<file path="src/rtl/serdes_pkg.sv">
// Shared K28.5 comma constants and receive-aligner state type for the SerDes lane.
// No logic: types and constants only, so no latency or backpressure.
package serdes_pkg;

   localparam logic [9:0] K28_5_RDN = 10'b0011111010;
   localparam logic [9:0] K28_5_RDP = 10'b1100000101;

   typedef enum logic [1:0] {HUNT, CHECK, LOCKED} rx_state_t;

endpackage

</file>
<file path="src/rtl/comma_aligner.sv">
// Comma-based symbol aligner: emits a symbol one edge after it fills the window; locks and unlocks on comma runs.
// Has no backpressure: the output strobe is fire-and-forget.
module comma_aligner
   import serdes_pkg::*;
#(
   parameter int                  SYMBOL_W     = 10,
   parameter logic [SYMBOL_W-1:0] COMMA_P      = K28_5_RDN,
   parameter logic [SYMBOL_W-1:0] COMMA_N      = K28_5_RDP,
   parameter int                  LOCK_CNT     = 3,
   parameter int                  MISALIGN_CNT = 2
) (
   input  logic                clk_i,
   input  logic                rst_i,
   input  logic                bit_i,
   output logic [SYMBOL_W-1:0] data_o,
   output logic                valid_o,
   output logic                comma_o,
   output logic                locked_o
);

   localparam int PW = $clog2(SYMBOL_W);
   localparam int LW = $clog2(LOCK_CNT + 1);
   localparam int MW = $clog2(MISALIGN_CNT + 1);
   localparam logic [PW-1:0] PHASE_LAST = PW'(SYMBOL_W - 1);

   logic [SYMBOL_W-1:0] win_q;
   logic [SYMBOL_W-1:0] data_q;
   logic [PW-1:0]       phase_q;
   logic [LW-1:0]       lock_cnt_q;
   logic [MW-1:0]       mis_cnt_q;
   rx_state_t           state_q;
   logic                valid_q;
   logic                comma_q;
   logic                locked_q;
   logic                hit;
   logic                bnd;

   assign hit = (win_q == COMMA_P) || (win_q == COMMA_N);
   // A hit in HUNT preloads phase 1, so phase 0 recurs exactly one symbol later.
   assign bnd = (phase_q == '0);

   always_ff @(posedge clk_i) begin
      if (rst_i) begin
         win_q      <= '0;
         data_q     <= '0;
         phase_q    <= '0;
         lock_cnt_q <= '0;
         mis_cnt_q  <= '0;
         state_q    <= HUNT;
         valid_q    <= 1'b0;
         comma_q    <= 1'b0;
         locked_q   <= 1'b0;
      end else begin
         win_q   <= {win_q[SYMBOL_W-2:0], bit_i};
         valid_q <= 1'b0;
         phase_q <= (phase_q == PHASE_LAST) ? '0 : phase_q + 1'b1;
         case (state_q)
            HUNT: begin
               if (hit) begin
                  phase_q    <= PW'(1);
                  lock_cnt_q <= LW'(1);
                  mis_cnt_q  <= '0;
                  if (LOCK_CNT == 1) begin
                     state_q  <= LOCKED;
                     locked_q <= 1'b1;
                     valid_q  <= 1'b1;
                     data_q   <= win_q;
                     comma_q  <= 1'b1;
                  end else begin
                     state_q <= CHECK;
                  end
               end
            end
            CHECK: begin
               if (bnd && hit) begin
                  lock_cnt_q <= lock_cnt_q + 1'b1;
                  if (lock_cnt_q == LW'(LOCK_CNT - 1)) begin
                     state_q  <= LOCKED;
                     locked_q <= 1'b1;
                     valid_q  <= 1'b1;
                     data_q   <= win_q;
                     comma_q  <= 1'b1;
                  end
               end else if (bnd || hit) begin
                  state_q <= HUNT;
               end
            end
            LOCKED: begin
               if (bnd) begin
                  valid_q <= 1'b1;
                  data_q  <= win_q;
                  comma_q <= hit;
                  if (hit) mis_cnt_q <= '0;
               end else if (hit) begin
                  if (mis_cnt_q == MW'(MISALIGN_CNT - 1)) begin
                     state_q   <= HUNT;
                     locked_q  <= 1'b0;
                     mis_cnt_q <= '0;
                  end else begin
                     mis_cnt_q <= mis_cnt_q + 1'b1;
                  end
               end
            end
            default: begin
               state_q  <= HUNT;
               locked_q <= 1'b0;
            end
         endcase
      end
   end

   assign data_o   = data_q;
   assign valid_o  = valid_q;
   assign comma_o  = comma_q;
   assign locked_o = locked_q;

endmodule

</file>
<file path="src/rtl/serdes_lane.sv">
// SerDes lane: MSB-first TX serialiser with idle comma fill plus comma-aligned RX; loopback RX latency SYMBOL_W+1.
// TX takes a symbol only on its one ready cycle per symbol; the sender holds valid until then. RX has no backpressure.
module serdes_lane
   import serdes_pkg::*;
#(
   parameter int                  SYMBOL_W     = 10,
   parameter logic [SYMBOL_W-1:0] COMMA_P      = K28_5_RDN,
   parameter logic [SYMBOL_W-1:0] COMMA_N      = K28_5_RDP,
   parameter int                  LOCK_CNT     = 3,
   parameter int                  MISALIGN_CNT = 2
) (
   input  logic                i_Clk,
   input  logic                i_Rst,
   input  logic                i_Loopback,
   input  logic [SYMBOL_W-1:0] i_Tx_Data,
   input  logic                i_Tx_Valid,
   output logic                o_Tx_Ready,
   output logic                o_Ser_Data,
   input  logic                i_Ser_Data,
   output logic [SYMBOL_W-1:0] o_Rx_Data,
   output logic                o_Rx_Valid,
   output logic                o_Rx_Comma,
   output logic                o_Locked
);

   localparam int CW = $clog2(SYMBOL_W);

   logic [SYMBOL_W-1:0] tx_shift_q, tx_shift_d;
   logic [CW-1:0]       tx_cnt_q, tx_cnt_d;
   logic                fill_n_q, fill_n_d;
   logic                wrap;
   logic                accept;
   logic                tx_bit;
   logic                rx_bit;

   assign wrap       = (tx_cnt_q == CW'(SYMBOL_W - 1));
   assign o_Tx_Ready = wrap && !i_Rst;
   assign accept     = i_Tx_Valid && o_Tx_Ready;
   assign tx_bit     = tx_shift_q[SYMBOL_W-1];
   assign o_Ser_Data = tx_bit;

   always_comb begin
      tx_shift_d = {tx_shift_q[SYMBOL_W-2:0], 1'b0};
      tx_cnt_d   = tx_cnt_q + 1'b1;
      fill_n_d   = fill_n_q;
      if (wrap) begin
         tx_cnt_d = '0;
         if (accept) begin
            tx_shift_d = i_Tx_Data;
         end else begin
            // Idle fill alternates disparity so the line stays DC balanced.
            tx_shift_d = fill_n_q ? COMMA_N : COMMA_P;
            fill_n_d   = !fill_n_q;
         end
      end
   end

   always_ff @(posedge i_Clk) begin
      if (i_Rst) begin
         tx_shift_q <= COMMA_P;
         tx_cnt_q   <= '0;
         fill_n_q   <= 1'b1;
      end else begin
         tx_shift_q <= tx_shift_d;
         tx_cnt_q   <= tx_cnt_d;
         fill_n_q   <= fill_n_d;
      end
   end

   assign rx_bit = i_Loopback ? tx_bit : i_Ser_Data;

   comma_aligner #(
      .SYMBOL_W     (SYMBOL_W),
      .COMMA_P      (COMMA_P),
      .COMMA_N      (COMMA_N),
      .LOCK_CNT     (LOCK_CNT),
      .MISALIGN_CNT (MISALIGN_CNT)
   ) u_aligner (
      .clk_i    (i_Clk),
      .rst_i    (i_Rst),
      .bit_i    (rx_bit),
      .data_o   (o_Rx_Data),
      .valid_o  (o_Rx_Valid),
      .comma_o  (o_Rx_Comma),
      .locked_o (o_Locked)
   );

endmodule

</file>
<file path="config.mk">
export PLATFORM = sky130hd
export DESIGN_NAME = serdes_lane
export DESIGN_NICKNAME = d
export VERILOG_FILES = /design/src/rtl/serdes_pkg.sv /design/src/rtl/comma_aligner.sv /design/src/rtl/serdes_lane.sv
export SDC_FILE = /design/constraint.sdc
export NUM_CORES = 1
export LEC_CHECK = 0
export BUFFER_PORTS_ARGS = -buffer_cell sky130_fd_sc_hd__buf_2
export CAP_MARGIN = 30
export CORE_UTILIZATION = 50
export DETAILED_ROUTE_END_ITERATION = 10
export PLACE_DENSITY_LB_ADDON = 0.08
export SLEW_MARGIN = 10
export SYNTH_ARGS = -nofsm -noshare
export SYNTH_HDL_FRONTEND = slang
export SYNTH_SLANG_ARGS = --single-unit
</file>
<file path="constraint.sdc">
create_clock -name i_Clk -period 2.3 [get_ports i_Clk]
set_clock_uncertainty 0.15 [all_clocks]
set_input_delay 0.46 -clock i_Clk [delete_from_list [all_inputs] [get_ports i_Clk]]
set_output_delay 0.46 -clock i_Clk [all_outputs]
set_load 0.01 [all_outputs]
</file>
==> metrics.md, run 1 <==
| Metric | Value |
|---|---|
| Clock Root Buffer | clkbuf_8 |
| Utilization after layout | 62.61% |
| Vias per std cell | 5.457 |
| Fillers | between 300 and 400 |
| Worst min-delay path endpoint | tx_shift_q[0]$_SDFF_PP0_ |
| Largest net degree at the start of global routing | 28 |
| Worst Hold Class | primary input to flop |
| Max-cap violations | 0 |
| Total number of vias | between 1500 and 2000 |
| GR Util met1 | 28.94% |
| Worst-path cell chain | or4b_4 -> or4_4 -> a2111oi_4 -> nor3_2 -> mux2i_1 |
| FMAX | 452.6 MHz |
| Seq cells post-synth | 48 |
| Syn. warnings | 0 |
| Post-synth ARST share | 0% |
| Routing usage on met2 | 32.99% |
| Setup Slack @ Placement | between 0.1 and 0.15 ns |
| Top post-synthesis cells by area | dfxtp_1 (48%), a21oi_1 (5.5%), nand2_1 (5.0%), nand3_1 (4.5%), ha_1 (3.7%) |
| DRT antenna net count | 0 |
| Post-synth EDFFs | 0 |
| Hold depth | 2 |
| Mapped Area | 2014 sq um |
| Clock H-tree levels | 2 |
| # setup viols final | 0 |
| Most crowded layer after global routing | met2 |
| Lkg Pwr | 0.9482 nW |
| Reg2Reg Depth | 5 |
| Syn Inst Count | ~230 |
| Post-synth cell types | 42 |
| Max-slew headroom | between 60% and 70% |
| Top cell family by delay on the critical path | simple AND/OR/NAND/NOR gates |
| Actual slew at the worst max-slew pin | 0.5244 ns |
| Critical path startpoint category | flop |
| Largest stage delay, worst path | 0.54 ns |
| Fin crit share | 96.06% |
| Clk Latency, worst-skew pair | roughly 0.30 ns |
| Num CTS Buffers | 5 |
| Chip Width | around 65 um |
| Yosys top cell by area | dfxtp_1 |
| Worst setup EP type | flop |
| Final hold vios | 0 |
| Die height | 65.48 um |
| M3 GR Usage | 4.167% |
| Commonest non-fill, non-tap cell in the layout | dfxtp_1 |
| Primary FF master, synth | dfxtp_1 |
| Vias in the first global route | around 1500 |
| Most frequent cells in the layout | dfxtp_1 (48), buf_2 (29), nand2_1 (27), a21oi_1 (22), nor2_1 (20) |
| Worst-case clock buffer depth | 2 |
| Post-DP HPWL | approximately 2900 um |
| Total global-route track usage | 21.25% |
| Syn_nets | roughly 250 |
| Status | finished, final reports clean |
| R2r setup slk | approximately 0.091 ns |
| Power density over the cells | between 600 and 700 nW/um^2 |
| Hold wc startpoint | i_Tx_Data[0] |
| DR pass1 iterations | 4 |
| Detailed-route DRC error count | 0 |
| I/O pin cnt | 30 |
| GP Congestion | about 0.85 |
| VDD IR max | roughly 390 uV |
| Diode count | 0 |
| Initial antenna violation count | 0 |
| Layout cells sized above 1 | between 15 and 20% |
| CP max-delay cell | or4b_4 |
| Crit path time final | around 2.2 ns |
| Required @ worst endpoint | approximately 2.4 ns |
| NumNets Final | roughly 280 |
| First-pass GRT wire length | between 6000 and 7000 um |
| Bufs and invs on worst path | 0 |
| TritonCTS Sinks | 48 |
| CP Max Fanout | 4 |
| Grt ovf | 0 |
| CP Class | flop to flop |
| Hold_ws | ~0.22 ns |
| Core ar. | ~3800 sq um |
| P&R area growth vs syn | 17.20% |
| Detailed Route Iter0 Violations | between 100 and 150 |
| Synthesized area per cell | a little under 9 sq um |
| RSZ-0062 raised after global routing | yes |
| Drt wl/cell | 13.15 um |
| # rows | 22 |
| IO buf count | 29 |
| Worst-path clk slew | roughly 0.080 ns |
| Final worst slack | between 0.09 and 0.1 ns |
| Seq/Total Area, Yosys | about 48% |
| CP arrival | 2.26 ns |
| FF-to-FF End | u_aligner.state_q[0]$_SDFFE_PP0P_ |
| Slew Viols, Final | 0 |
| Setup TNS Final | 0 ns |
| TritonCTS clock tree | yes |
| Drt total wl | between 4000 and 5000 um |
| Die area | between 4000 and 5000 sq um |
| Initial Util | 53.42% |
| RR Startpoint | u_aligner.win_q[0]$_SDFF_PP0_ |
| Area share of the largest cell type after synthesis | 47.70% |
[cell type report]
cell class              instances  area [sq um]  area share, %
well taps                      48         60.06          2.544
multi-input cells             160         989.7          41.92
flip-flops and latches         48         960.9          40.70
clock buffers                   6         72.57          3.074
inverters                      10         37.54          1.590
clock inverters                 2         35.03          1.484
repair buffers                 37         205.2          8.691
[flip-flops by register name, indices dropped and copies added (netlist names)]
| register | count |
|---|---|
| tx_shift_q | 10 |
| u_aligner.data_o | 10 |
| u_aligner.win_q | 10 |
| tx_cnt_q | 4 |
| u_aligner.phase_q | 4 |
| u_aligner.lock_cnt_q | 2 |
| u_aligner.mis_cnt_q | 2 |
| u_aligner.state_q | 2 |
| fill_n_q | 1 |
| u_aligner.comma_o | 1 |
| u_aligner.locked_o | 1 |
| u_aligner.valid_o | 1 |
[power breakdown]
| group | switching [W] | leakage, nW | internal, W | total [W] |
|---|---|---|---|---|
| Sequential | 0.0000164 | 0.391 | 0.000855 | 0.000871 |
| Combinational | 0.0000982 | 0.502 | 0.0000644 | 0.000163 |
| Clock | 0.000268 | 0.0552 | 0.000323 | 0.000591 |
[what timing repair did]
action                     in CTS  in global routing
resized for setup               0                  1
hold buffers                    0                  0
setup endpoints to repair       0                  5
setup buffers                   0                  0
[cells by family after synthesis]
group / count (synthesis) / synth area share, %
XOR/XNOR: 3 / 1.305
multiplexers: 3 / 1.553
flip-flops: 48 / 47.70
AO/OA/AOI/OAI: 57 / 19.32
adder cells (fa/ha/maj): 6 / 3.727
AND/OR/NAND/NOR: 91 / 22.67
buffers and inverters: 20 / 3.727
[how the worst max path moves through the flow]
stage                                   from                              endpoint  slack [ns]  depth (start not counted)
3_5_place_dp   u_aligner.win_q[0]$_SDFF_PP0_     u_aligner.state_q[0]$_SDFFE_PP0P_        0.10                          5
6_report       u_aligner.win_q[0]$_SDFF_PP0_     u_aligner.state_q[0]$_SDFFE_PP0P_        0.09                          5
2_1_floorplan  u_aligner.win_q[0]$_SDFF_PP0_     u_aligner.state_q[0]$_SDFFE_PP0P_        0.17                          5
3_3_place_gp   u_aligner.win_q[0]$_SDFF_PP0_     u_aligner.state_q[0]$_SDFFE_PP0P_        0.13                          5
5_1_grt        u_aligner.win_q[0]$_SDFF_PP0_  u_aligner.lock_cnt_q[1]$_SDFFE_PP0P_       -0.03                          5
4_1_cts        u_aligner.win_q[0]$_SDFF_PP0_  u_aligner.lock_cnt_q[1]$_SDFFE_PP0P_        0.09                          5
[routing by layer]
metal,up-vias,share of wire (%)
met5,-,0
met4,0,1.4
met3,7,5.8
met2,39,46
met1,778,47
li1,873,-
[Yosys cell counts (2+ instances only)]
cell type / instances
clkbuf_1: 8
nand3_1: 18
o311a_1: 2
or4_1: 2
nor2b_1: 10
ha_1: 6
nand2_1: 27
o211ai_1: 10
nor2_1: 20
dfxtp_1: 48
o21ai_0: 9
inv_1: 10
xnor2_1: 2
nor4_1: 2
o21a_1: 2
a21oi_1: 22
nor3_1: 2
mux2i_1: 2
a31oi_1: 2
buf_1: 2
[through the flow]
stage	cells	area [sq um]	power [W]
global placement	303	2242	0.001049
global route	311	2361	0.001696
detailed placement	303	2242	0.001050
finish	311	2361	0.001624
floorplan	228	2014	0.0009907
CTS	311	2350	0.001638
(Power assumes the default switching activity.)
==> run 2: changes to the inputs <==
CORE_UTILIZATION = 53   (was 50)
CTS_BUF_LIST = sky130_fd_sc_hd__clkbuf_8   (was unset)
HOLD_SLACK_MARGIN = 0.15   (was unset)
clock period = 2 ns   (was 2.3 ns; I/O delays follow)
==> run 2 against run 1 <==
Net effect: fmax increased by 0.81%; clock power increased by 3%; the flow now finishes with violations (setup timing); cell area increased by 9.0%; core utilization increased by 7.7 points; critical path type unchanged; first-iteration DRC count decreased by 17%; routed wire length increased by 11%; critical endpoint unchanged; global-route usage increased by 3.0 points; register-to-register slack got worse by 0.28 ns.
==> metrics.md, run 2 (same netlist as run 1, synthesis figures left out) <==
| Metric | Value |
|---|---|
| Status | finished with violations (was finished, final reports clean) |
| Failing checks | setup timing |
| Vias per std cell | 5.498 (was 5.457) |
| Core ar. | 3661 sq um (was 3771 sq um) |
| Clock H-tree levels | 2 (unchanged) |
| CP Class | flop to flop (unchanged) |
| Required @ worst endpoint | 2.09 ns (was 2.35 ns) |
| CP Max Fanout | 4 (unchanged) |
| Drt total wl | 4537 um (was 4090 um) |
| Reg area | 962.2 sq um (was 960.9 sq um) |
| Lkg Pwr | 1.052 nW (was 0.9482 nW) |
| Critical path startpoint category | flop (unchanged) |
| Layout cells sized above 1 | 27.40% (was 19.39%) |
| Placed cell areas | 2360 sq um (was 2242 sq um) |
| TritonCTS Sinks | 48 (unchanged) |
| Worst Hold Class | primary input to flop (unchanged) |
| Worst setup EP type | flop (unchanged) |
| DRT antenna net count | 0 (unchanged) |
| Slew Viols, Final | 0 (unchanged) |
| Bufs and invs on worst path | 0 (unchanged) |
| Finished Cell Area | 2574 sq um (was 2361 sq um) |
| Total number of vias | 1809 (was 1697) |
| Clock Root Buffer | clkbuf_8 (unchanged) |
| CP arrival | 2.28 ns (was 2.26 ns) |
| Vias in the first global route | 1683 (was 1516) |
| Worst-path clk slew | 0.09 ns (was 0.08 ns) |
| DR pass1 iterations | 6 (was 4) |
| Most frequent cells in the layout | dfxtp_1 (47), buf_2 (29), nand2_1 (25) (was dfxtp_1 (48), buf_2 (29), nand2_1 (27), a21oi_1 (22), nor2_1 (20)) |
| Max-slew headroom | 73.58% (was 64.88%) |
| Initial Util | 55.02% (was 53.42%) |
| First-pass GRT wire length | 7624 um (was 6920 um) |
| Die area | 4051 sq um (was 4287 sq um) |
| RSZ-0062 raised after global routing | yes (unchanged) |
| I/O pin cnt | 30 (unchanged) |
| FMAX | 456.3 MHz (was 452.6 MHz) |
| Die height | 63.65 um (was 65.48 um) |
| Setup TNS Final | -2.682 ns (was 0 ns) |
| Non-filler cells, final | 329 (was 311) |
| Clk Latency, worst-skew pair | 0.30 ns (about the same) |
| Num CTS Buffers | 5 (unchanged) |
| P&R area growth vs syn | 27.76% (was 17.20%) |
| Grt ovf | 0 (unchanged) |
| TritonCTS clock tree | yes (unchanged) |
| Top cell family by delay on the critical path | simple AND/OR/NAND/NOR gates (unchanged) |
| Final hold vios | 0 (unchanged) |
| Setup Slack @ Placement | -0.1743 ns (was 0.1027 ns) |
| GP Congestion | 0.8411 (was 0.8521) |
| Drt wl/cell | 13.79 um (was 13.15 um) |
| # setup viols final | 22 (was 0) |
| R2r setup slk | -0.19 ns (was 0.09 ns) |
| Actual slew at the worst max-slew pin | 0.3945 ns (was 0.5244 ns) |
| Fillers | 297 (was 321) |
| Fin crit share | 109.6% (was 96.06%) |
| Max-cap violations | 0 (unchanged) |
| Total global-route track usage | 24.26% (was 21.25%) |
| IO buf count | 29 (unchanged) |
| NumNets Final | 301 (was 283) |
| Worst-case clock buffer depth | 2 (unchanged) |
| Initial antenna violation count | 0 (unchanged) |
| Post-DP HPWL | 3191 um (was 2933 um) |
| Largest net degree at the start of global routing | 20 (was 28) |
| Multi-input logic area | 1032 sq um (was 989.7 sq um) |
| VDD IR max | 611.7 uV (was 392.1 uV) |
| Power density over the cells | 711.8 nW/um^2 (was 687.9 nW/um^2) |
| Commonest non-fill, non-tap cell in the layout | dfxtp_1 (unchanged) |
| Worst-path cell chain | or4b_4 -> or4_4 -> a41o_1 -> nor3_4 -> mux2i_1 (was or4b_4 -> or4_4 -> a2111oi_4 -> nor3_2 -> mux2i_1) |
| CP max-delay cell | or4b_4 (unchanged) |
| Diode count | 0 (unchanged) |
| Largest stage delay, worst path | 0.54 ns (about the same) |
| # rows | 22 (unchanged) |
| Detailed Route Iter0 Violations | 85 (was 103) |
| Final worst slack | -0.1917 ns (was 0.09053 ns) |
| Hold_ws | 0.1861 ns (was 0.2190 ns) |
| Crit path time final | 2.192 ns (was 2.209 ns) |
| DP Cell Count | 317 (was 303) |
| Chip Width | 63.65 um (was 65.48 um) |
| Detailed-route DRC error count | 0 (unchanged) |
## run 2: per-stage QoR
| stage | power, W | util [%] |
|---|---|---|
| final | 0.001832 | 70.30 |
| after global routing | 0.001907 | 70.30 |
| after CTS | 0.001830 | 68.73 |
| after detailed placement | 0.001228 | 64.46 |
| after global placement | 0.001222 | 64.46 |
| after floorplan | 0.001139 | - |
## run 2: power by group
part	internal (W)	leakage [nW]	switching [W]	total, W
logic	0.0000947	0.618	0.000128	0.000223
clock network	0.000280	0.0434	0.000330	0.000610
registers	0.000983	0.391	0.0000158	0.000999
total	0.00136	1.05	0.000474	0.00183
## run 2: final cells by class
type,instances,share of cell area [%]
repair buffers,55,14.92
well taps,48,2.333
clock inverters,2,0.5834
clock buffers,6,3.209
flip-flops and latches,48,37.38
inverters,10,1.458
multi-input cells,160,40.11
## run 2: worst paths after layout
path	from	depth (start not counted)	end
worst max-delay path	u_aligner.win_q[0]$_SDFF_PP0_	5	u_aligner.state_q[0]$_SDFFE_PP0P_
worst min-delay path	i_Ser_Data	3	u_aligner.win_q[0]$_SDFF_PP0_
worst max register to register	u_aligner.win_q[0]$_SDFF_PP0_	5	u_aligner.state_q[0]$_SDFFE_PP0P_
worst min register to register	tx_shift_q[7]$_SDFF_PP1_	2	tx_shift_q[8]$_SDFF_PP0_
## run 2: timing repair
action	4_1_cts	5_1_grt
hold buffers	1	0
setup buffers	2	0
resized for setup	7	7
endpoints found under the setup margin	20	23
cloned	0	1
endpoints found under the hold margin	1	0
pin swaps	7	5
## run 2: routing by layer
layer  vias to the layer above  wire length, um  global-route usage (%)
met2                        35             2193                   40.56
li1                        912                -                       -
met3                         6              139                   5.435
met4                         0               47                   7.955
met5                         -                0                       0
met1                       856             2156                   30.60
## run 2: tightest hold or removal path, stage by stage
cell	delay [ns]
buf_2	0.08
mux2i_1	0.06
nor2_1	0.07
